[config.mk]
export PLATFORM = sky130hd
export DESIGN_NAME = gen_arb_rr_lock_top_flat
export DESIGN_NICKNAME = d
export VERILOG_FILES = /design/src/rtl/gen_arb_rr_lock_if.sv /design/src/rtl/gen_arb_rr_lock_top.sv /design/src/flat_wrapper.sv
export SDC_FILE = /design/constraint.sdc
export NUM_CORES = 1
export LEC_CHECK = 0
export ABC_AREA = 0
export BUFFER_PORTS_ARGS = -buffer_cell sky130_fd_sc_hd__buf_2
export CAP_MARGIN = 20
export CORE_MARGIN = 3
export CORE_UTILIZATION = 45
export CTS_CLUSTER_DIAMETER = 80
export CTS_CLUSTER_SIZE = 24
export DETAILED_ROUTE_END_ITERATION = 8
export GPL_TIMING_DRIVEN = 0
export PLACE_DENSITY = 0.67
export SYNTH_ARGS = -nofsm -noshare
export SYNTH_HDL_FRONTEND = slang
export SYNTH_SLANG_ARGS = --single-unit
[constraint.sdc]
create_clock -name clk -period 2.7 [get_ports clk]
set_input_delay 0.54 -clock clk [delete_from_list [all_inputs] [get_ports clk]]
set_output_delay 0.54 -clock clk [all_outputs]
set_load 0.005 [all_outputs]
[src/rtl/gen_arb_rr_lock_if.sv]
// Request/grant bundle for gen_arb_rr_lock_top: the requesters drive rqsts,
// and the arbiter returns a registered one-hot grant with its binary index.
interface gen_arb_rr_lock_if #(
  parameter int WID = 4
) ();
  localparam int IDX_WID = $clog2(WID);

  logic [WID-1:0]     rqsts;
  logic [WID-1:0]     grnts;
  logic               grnt_vld;
  logic [IDX_WID-1:0] grnt_idx;

  modport master (output rqsts, input grnts, input grnt_vld, input grnt_idx);
  modport slave  (input rqsts, output grnts, output grnt_vld, output grnt_idx);
endinterface

[src/rtl/gen_arb_rr_lock_top.sv]
// Registered round-robin arbiter with grant locking and direct handoff.
// Define GEN_ARB_RR_HOLD_LIMIT_EN to cap a winner's hold at MAX_HOLD cycles.
module gen_arb_rr_lock_top #(
  parameter int WID      = 4,
  parameter int MAX_HOLD = 8
) (
  input  logic              clk,
  input  logic              rst_n,
  gen_arb_rr_lock_if.slave  bus
);
  localparam int IDX_WID = $clog2(WID);

  typedef enum logic [0:0] {IDLE = 1'b0, GRANT = 1'b1} fsm_t;

  if (WID < 2 || MAX_HOLD < 1) begin : g_param_chk
    $error("gen_arb_rr_lock_top: requires WID >= 2 and MAX_HOLD >= 1");
  end

  fsm_t               fsm_r, fsm_s;
  logic [IDX_WID-1:0] ptr_r, ptr_s;
  logic [IDX_WID-1:0] cur_r, cur_s;
  logic [IDX_WID-1:0] nxt_s;
  logic [WID-1:0]     others_s;
  logic               release_s;
  logic               expire_s;
  logic [WID-1:0]     grnts_r;
  logic               grnt_vld_r;
  logic [IDX_WID-1:0] grnt_idx_r;

`ifdef GEN_ARB_RR_HOLD_LIMIT_EN
  localparam int CNT_WID = $clog2(MAX_HOLD + 1);
  logic [CNT_WID-1:0] hold_cnt_r, hold_cnt_s;
`endif

  function automatic logic [IDX_WID-1:0] lsb_pick(input logic [WID-1:0] v);
    logic [IDX_WID-1:0] idx;
    idx = {IDX_WID{1'b0}};
    for (int i = WID - 1; i >= 0; i--) begin
      if (v[i]) begin
        idx = IDX_WID'(i);
      end else begin
        idx = idx;
      end
    end
    return idx;
  endfunction

  // Prefer requesters at or above p; fall back to the lowest set bit to wrap.
  function automatic logic [IDX_WID-1:0] rr_pick(input logic [WID-1:0] v,
                                                 input logic [IDX_WID-1:0] p);
    logic [WID-1:0] masked;
    masked = v & ~((WID'(1'b1) << p) - WID'(1'b1));
    if (masked != {WID{1'b0}}) begin
      return lsb_pick(masked);
    end else begin
      return lsb_pick(v);
    end
  endfunction

  // Next-state: arbitration from IDLE, lock/release/handoff while in GRANT.
  always_comb begin
    fsm_s     = fsm_r;
    ptr_s     = ptr_r;
    cur_s     = cur_r;
    nxt_s     = (cur_r == IDX_WID'(WID - 1)) ? {IDX_WID{1'b0}} : cur_r + IDX_WID'(1'b1);
    others_s  = bus.rqsts & ~(WID'(1'b1) << cur_r);
    release_s = ~bus.rqsts[cur_r];
`ifdef GEN_ARB_RR_HOLD_LIMIT_EN
    hold_cnt_s = hold_cnt_r;
    expire_s   = bus.rqsts[cur_r] && (hold_cnt_r == CNT_WID'(MAX_HOLD - 1));
`else
    expire_s   = 1'b0;
`endif
    case (fsm_r)
      IDLE: begin
        if (bus.rqsts != {WID{1'b0}}) begin
          fsm_s = GRANT;
          cur_s = rr_pick(bus.rqsts, ptr_r);
`ifdef GEN_ARB_RR_HOLD_LIMIT_EN
          hold_cnt_s = {CNT_WID{1'b0}};
`endif
        end else begin
          fsm_s = IDLE;
        end
      end
      GRANT: begin
        if (release_s || expire_s) begin
          ptr_s = nxt_s;
`ifdef GEN_ARB_RR_HOLD_LIMIT_EN
          hold_cnt_s = {CNT_WID{1'b0}};
`endif
          if (others_s != {WID{1'b0}}) begin
            cur_s = rr_pick(others_s, nxt_s);
          end else if (release_s) begin
            fsm_s = IDLE;
          end else begin
            // Forced expiry with nobody waiting: the same winner keeps the grant.
            cur_s = cur_r;
          end
        end else begin
`ifdef GEN_ARB_RR_HOLD_LIMIT_EN
          hold_cnt_s = hold_cnt_r + CNT_WID'(1'b1);
`endif
          fsm_s = GRANT;
        end
      end
      default: begin
        fsm_s = IDLE;
      end
    endcase
  end

  // State and output registers; outputs are a registered image of next state.
  always_ff @(posedge clk or negedge rst_n) begin
    if (!rst_n) begin
      fsm_r      <= IDLE;
      ptr_r      <= {IDX_WID{1'b0}};
      cur_r      <= {IDX_WID{1'b0}};
      grnts_r    <= {WID{1'b0}};
      grnt_vld_r <= 1'b0;
      grnt_idx_r <= {IDX_WID{1'b0}};
`ifdef GEN_ARB_RR_HOLD_LIMIT_EN
      hold_cnt_r <= {CNT_WID{1'b0}};
`endif
    end else begin
      fsm_r      <= fsm_s;
      ptr_r      <= ptr_s;
      cur_r      <= cur_s;
      grnts_r    <= (fsm_s == GRANT) ? (WID'(1'b1) << cur_s) : {WID{1'b0}};
      grnt_vld_r <= (fsm_s == GRANT);
      grnt_idx_r <= cur_s;
`ifdef GEN_ARB_RR_HOLD_LIMIT_EN
      hold_cnt_r <= hold_cnt_s;
`endif
    end
  end

  assign bus.grnts    = grnts_r;
  assign bus.grnt_vld = grnt_vld_r;
  assign bus.grnt_idx = grnt_idx_r;
endmodule
[src/flat_wrapper.sv]
// flat-port wrapper written by rule: the top's interface ports become plain ports
module gen_arb_rr_lock_top_flat 
#(
  parameter int WID      = 4,
  parameter int MAX_HOLD = 8
)
  (clk, rst_n, bus_rqsts, bus_grnts, bus_grnt_vld, bus_grnt_idx);
  gen_arb_rr_lock_if #(.WID(WID)) bus_i ();
  input  logic clk;
  input  logic rst_n;
  input wire logic [$bits(bus_i.rqsts)-1:0] bus_rqsts;
  output wire logic [$bits(bus_i.grnts)-1:0] bus_grnts;
  output wire logic [$bits(bus_i.grnt_vld)-1:0] bus_grnt_vld;
  output wire logic [$bits(bus_i.grnt_idx)-1:0] bus_grnt_idx;
  assign bus_i.rqsts = bus_rqsts;
  assign bus_grnts = bus_i.grnts;
  assign bus_grnt_vld = bus_i.grnt_vld;
  assign bus_grnt_idx = bus_i.grnt_idx;
  gen_arb_rr_lock_top #(.WID(WID), .MAX_HOLD(MAX_HOLD)) u_core (.clk(clk), .rst_n(rst_n), .bus(bus_i));
endmodule
## After elaboration in Yosys (flattened, before gate mapping)

Cells that the tools add are included.

- Register bits after elaboration: 9
- Input port bits: 6
- Output and inout port bits: 7
- Logic and storage cells: 56

- Add/sub/neg operators: 3
- Magnitude comparators: 1
- Equality and inequality tests: 1
- Shift operators: 4
- Mux-type cells: 30
- Bitwise logic cells: 8
- Reduce and logical (&&, ||, !) cells: 5

Operators by type and width:

| cell | count |
|---|---|
| 2-to-1 mux 2 bit | 22 |
| nonzero test 4 bit | 4 |
| << shifter 1 x 2 -> 4 bit (first input constant) | 4 |
| AND 4 bit | 3 |
| inverter 4 bit | 3 |
| subtractor 4 x 1 -> 4 bit (second input constant) | 2 |
| 2-to-1 mux 1 bit | 4 |
| 2-to-1 mux 4 bit | 1 |
| case mux 2 bit (2 select lines) | 1 |
| < comparator 2 x 3 -> 1 bit (second input constant) | 1 |
| adder 2 x 1 -> 2 bit (second input constant) | 1 |
| binary-select mux 1 bit (select 2 bit) | 1 |
| equality test 2 bit (second input constant) | 1 |
| inverter 1 bit | 2 |
| case mux 1 bit (2 select lines) | 1 |
| AND reduction 2 bit | 1 |

## Longest topological paths before layout

- Depth in word-level cells: 16
- Mapped depth: 8
- Depth with buffers taken out: 7

## Worst setup path before layout

Ideal clock, no wire load.

- Path type: reg2reg
- Start point: reg u_core.cur_r[0]
- End point: reg u_core.grnts_r[3], in the netlist u_core.bus.grnts[3]
- Setup time: 0.120 ns
- Data arrival time: 1.994 ns
- Data required time: 2.580 ns
- Slack: 0.587 ns
- Stages on the path, launching flop included: 9
- Path buffers: 1
- Clock period less this slack: 2.113 ns
- Cells stage by stage: dfrtp_1 > clkbuf_2 > inv_1 > ha_1 > and2b_2 > nor4b_2 > nand2_1 > o21ai_0 > and3b_1

- Word-level cells in the longest chain between the ends: 16
- Elaborated cells on any way between the ends: 32
- Classes of those cells: 2 x add/sub; 1 x eq/ne; 3 x shift; 20 x mux; 4 x bitwise; 2 x reduce/logical

RTL lines:

| item | line | source |
|---|---|---|
| start, declared | gen_arb_rr_lock_top.sv:21 | `logic [IDX_WID-1:0] cur_r, cur_s;` |
| start signal, assigned | gen_arb_rr_lock_top.sv:118 | `cur_r <= {IDX_WID{1'b0}};` |
| start signal, assigned | gen_arb_rr_lock_top.sv:128 | `cur_r <= cur_s;` |
| adder 2 x 1 -> 2 bit or equality test 2 bit (tied branches) | gen_arb_rr_lock_top.sv:65 | `nxt_s = (cur_r == IDX_WID'(WID - 1)) ? {IDX_WID{1'b0}} : cur_r + IDX_WID'(1'b1);` |
| 2-to-1 mux 2 bit | gen_arb_rr_lock_top.sv:65 |  |
| << shifter 1 x 2 -> 4 bit | gen_arb_rr_lock_top.sv:52 | `masked = v & ~((WID'(1'b1) << p) - WID'(1'b1));` |
| subtractor 4 x 1 -> 4 bit | gen_arb_rr_lock_top.sv:52 |  |
| inverter 4 bit | gen_arb_rr_lock_top.sv:52 |  |
| AND 4 bit | gen_arb_rr_lock_top.sv:52 |  |
| 2-to-1 mux 2 bit (4 in series) | gen_arb_rr_lock_top.sv:39 | `if (v[i]) begin` |
| 2-to-1 mux 2 bit | gen_arb_rr_lock_top.sv:53 | `if (masked != {WID{1'b0}}) begin` |
| 2-to-1 mux 2 bit | gen_arb_rr_lock_top.sv:92 | `if (others_s != {WID{1'b0}}) begin` |
| 2-to-1 mux 2 bit | gen_arb_rr_lock_top.sv:87 | `if (release_s \|\| expire_s) begin` |
| case mux 2 bit (2 select lines) | gen_arb_rr_lock_top.sv:74 | `case (fsm_r)` |
| << shifter 1 x 2 -> 4 bit | gen_arb_rr_lock_top.sv:129 | `grnts_r <= (fsm_s == GRANT) ? (WID'(1'b1) << cur_s) : {WID{1'b0}};` |
| 2-to-1 mux 4 bit (*) | gen_arb_rr_lock_top.sv:129 |  |
| end signal, assigned | gen_arb_rr_lock_top.sv:119 | `grnts_r <= {WID{1'b0}};` |
| end signal, assigned | gen_arb_rr_lock_top.sv:129 |  |
| end, declared | gen_arb_rr_lock_top.sv:26 | `logic [WID-1:0] grnts_r;` |

Every way passes the cells marked *; elsewhere a longest branch is shown, timed or not. The select of a mux whose other input is x is not followed.
A chain may end at the register's enable or synchronous reset.

## Worst setup path after layout

Ends and elaborated chain as after synthesis.

==> impl_metrics.json <==
{
  "grt_overflow": 0,
  "synth_compound_area_share_pct": 18.8,
  "grt_max_degree": 10,
  "synth-adder-area-share_pct": 8.85,
  "numCtsBuffers": 3,
  "critPathLaunchType": "flop",
  "synth_edf_count": 0,
  "r2r-end": "u_core.bus.grnts[3]",
  "die_area_um2": 2080,
  "core_um2": 1380,
  "dp_hpwl_um": 1020,
  "tightest_slew_ns": 0.612,
  "cp.required_ns": 2.85,
  "fin_worst_skew_ns": 0.00500,
  "ant_nets": 0,
  "final_common_cell": "buf_2",
  "synthTopCellsByArea": "dfrtp_1 (32%), ha_1 (8.8%), o211ai_2 (3.5%), buf_6 (3.2%), mux4_2 (3.2%)",
  "dp_cells": 94,
  "multi_input_area_um2": 435,
  "grt_pass1_vias": 522,
  "clkSlewWorstSetupHoldPaths_ns": 0.06,
  "ctsHtreeMaxLevel": 1,
  "p_leak_nw": 0.376,
  "ctsResizeCount": 0,
  "fp.dieW_um": 45.6,
  "drc": 0,
  "p_int_mw": 0.508,
  "cp_max_fo": 7,
  "pwr-share-seq_pct": 29.4,
  "groute.usage.overall_pct": 15.6,
  "io_pins": 13,
  "synth_cells": 69,
  "power_frac_comb_pct": 58.9,
  "start_util_pct": 51.1,
  "worstPathArrival_ns": 2.57,
  "finalHoldViolCount": 0,
  "clock-sinks": 9,
  "grt_first_pass_wirelength_um": 2280,
  "regArea_um2": 225,
  "clockBufferDepth": 2,
  "die_y_um": 45.6,
  "fin_nets": 95,
  "syn_to_final_growth_pct": 13.5,
  "setup_viol": 0,
  "fillCellCount": 138,
  "ys_warn_count": 0,
  "layout_common_cells": "buf_2 (10), dfrtp_1 (9), inv_1 (5), ha_1 (5)",
  "postSynthAreaPerCell_um2": 10.2,
  "stdcell_count": 98,
  "dr.pass1.iters": 4,
  "crit_type": "flop to flop",
  "cts_tree": "yes",
  "row_count": 13,
  "swShare_pct": 41.3,
  "async_flop_share_pct": 100,
  "hold_class": "primary input to asynchronous set/reset pin",
  "yosys.cell_types.count": 38,
  "io_buffers": 10,
  "gp_congestion": 0.759,
  "rr_worst_depth": 8,
  "slew_violations": 0,
  "via_count": 569,
  "synthMuxAreaShare_pct": 7.61,
  "synth-simple-area-share_pct": 26.4,
  "synth_flop_cell": "dfrtp_1",
  "holdBufCountCts": 0,
  "wl_per_cell_um": 13.5,
  "fin_crit_sh_pct": 89.6,
  "cap_viol_max_count": 0,
  "rsz0062_at_grt": "no",
  "cp-end-kind": "flop",
  "clkPwrFrac_pct": 11.7,
  "cellPowerDensity_nw_per_um2": 1080,
  "fmax_ghz": 0.413,
  "n_antenna_cell": 0,
  "routed_via_density": 5.81,
  "post-route-min-period_ns": 2.42,
  "worstSkewPairLatency_ns": 0.26,
  "synth-seq-cells": 9,
  "power.switching_mw": 0.358,
  "synthesis.nets": 80,
  "r2r-start": "u_core.cur_r[0]",
  "relSlewSlack_pct": 58.8,
  "synth_top_family_by_area": "simple AND/OR/NAND/NOR gates",
  "r2r_slack_ns": 0.28,
  "wl_um": 1320,
  "drive_above_1_share_pct": 33.7,
  "synth_area_um2": 707,
  "outcome": "finished, final reports clean",
  "synth_top_area_share_pct": 31.9,
  "clockRootBuffer": "clkbuf_4",
  "peakVddDrop_v": 0.000494,
  "grt_antenna_before_repair": 0,
  "yosysSeqAreaShare_pct": 31.9,
  "detailedRoute.firstIterationViolations": 5,
  "synth_xor_area_share_pct": 0,
  "setup_tns_ns": 0,
  "synth_top_area_cell": "dfrtp_1",
  "cts_setup_buffers": 0
}
==> how the worst max path moves through the flow <==
stage	startpoint	endpoint	depth (start not counted)
final	u_core.cur_r[0]	u_core.bus.grnts[3]	8
after detailed placement	u_core.cur_r[0]	u_core.bus.grnts[3]	8
after global placement	u_core.cur_r[0]	u_core.bus.grnts[3]	8
after CTS	u_core.cur_r[0]	u_core.bus.grnts[3]	8
after global routing	u_core.cur_r[0]	u_core.bus.grnts[3]	8
after floorplan	u_core.cur_r[0]	u_core.bus.grnts[3]	8
==> per-stage QoR <==
stage               utilization, %  instance area (um2)  hold slack [ns]  power [mW]  worst slack (ns)
floorplan                        -                  707            0.244       0.637             0.587
global placement              56.1                  776            0.393       0.759             0.334
detailed placement            56.1                  776            0.396       0.767             0.314
CTS                           58.0                  802            0.118       0.871             0.275
global route                  58.0                  802            0.116       0.943             0.107
finish                        58.0                  802            0.113       0.866             0.280
==> sequential cells by signal, indices dropped and copies added (netlist names) <==
signal	count
u_core.bus.grnts	4
u_core.cur_r	2
u_core.fsm_r	1
u_core.ptr_r	2
==> layout make-up <==
| class | count | area share [%] |
|---|---|---|
| well taps | 15 | 2.34 |
| flip-flops and latches | 9 | 28.1 |
| multi-input cells | 52 | 54.3 |
| inverters | 5 | 2.34 |
| clock buffers | 4 | 3.28 |
| plain buffers | 3 | 3.43 |
| repair buffers | 10 | 6.24 |
==> logic make-up after synthesis <==
kind of cell    count (synthesis)
compound gates                 17
fa+ha+maj                       5
buf+inv                         8
flops                           9
mux                             4
simple gates                   26
==> metal layers <==
metal	GRT usage (%)	vias up	share of wire, %
li1	-	279	-
met3	5.93	0	8.0
met4	3.51	0	0
met5	0	-	0
met2	21.2	18	45
met1	22.9	272	47
==> power by group through the flow <==
| stage | registers, mW | clock network [mW] | logic (mW) |
|---|---|---|---|
| after detailed placement | 0.259 | 0 | 0.507 |
| after CTS | 0.257 | 0.103 | 0.511 |
| after global routing | 0.266 | 0.112 | 0.565 |
| after floorplan | 0.253 | 0 | 0.383 |
| after global placement | 0.258 | 0 | 0.501 |
| final | 0.255 | 0.101 | 0.510 |
==> cell usage after synthesis, drive strengths merged (2+ instances only) <==
master and number:
or2b 3, nor3b 2, and2b 2, o211ai 3, nor2b 3, mux2i 2, dfrtp 9, inv 5
nand2 4, nand2b 2, nor3 2, buf 2, a21oi 4, or2 2, o21ai 3, ha 5
o32ai 2
==> worst max-delay path, stage by stage (launching register included) <==
cell and delay [ns]:
dfrtp_1 0.42, clkbuf_2 0.20, inv_1 0.10, ha_1 0.16, and2b_2 0.24, nor4b_2 0.36, nand2_1 0.08, o21ai_0 0.50
and3b_1 0.25
Power figures use the tool's default switching activity.
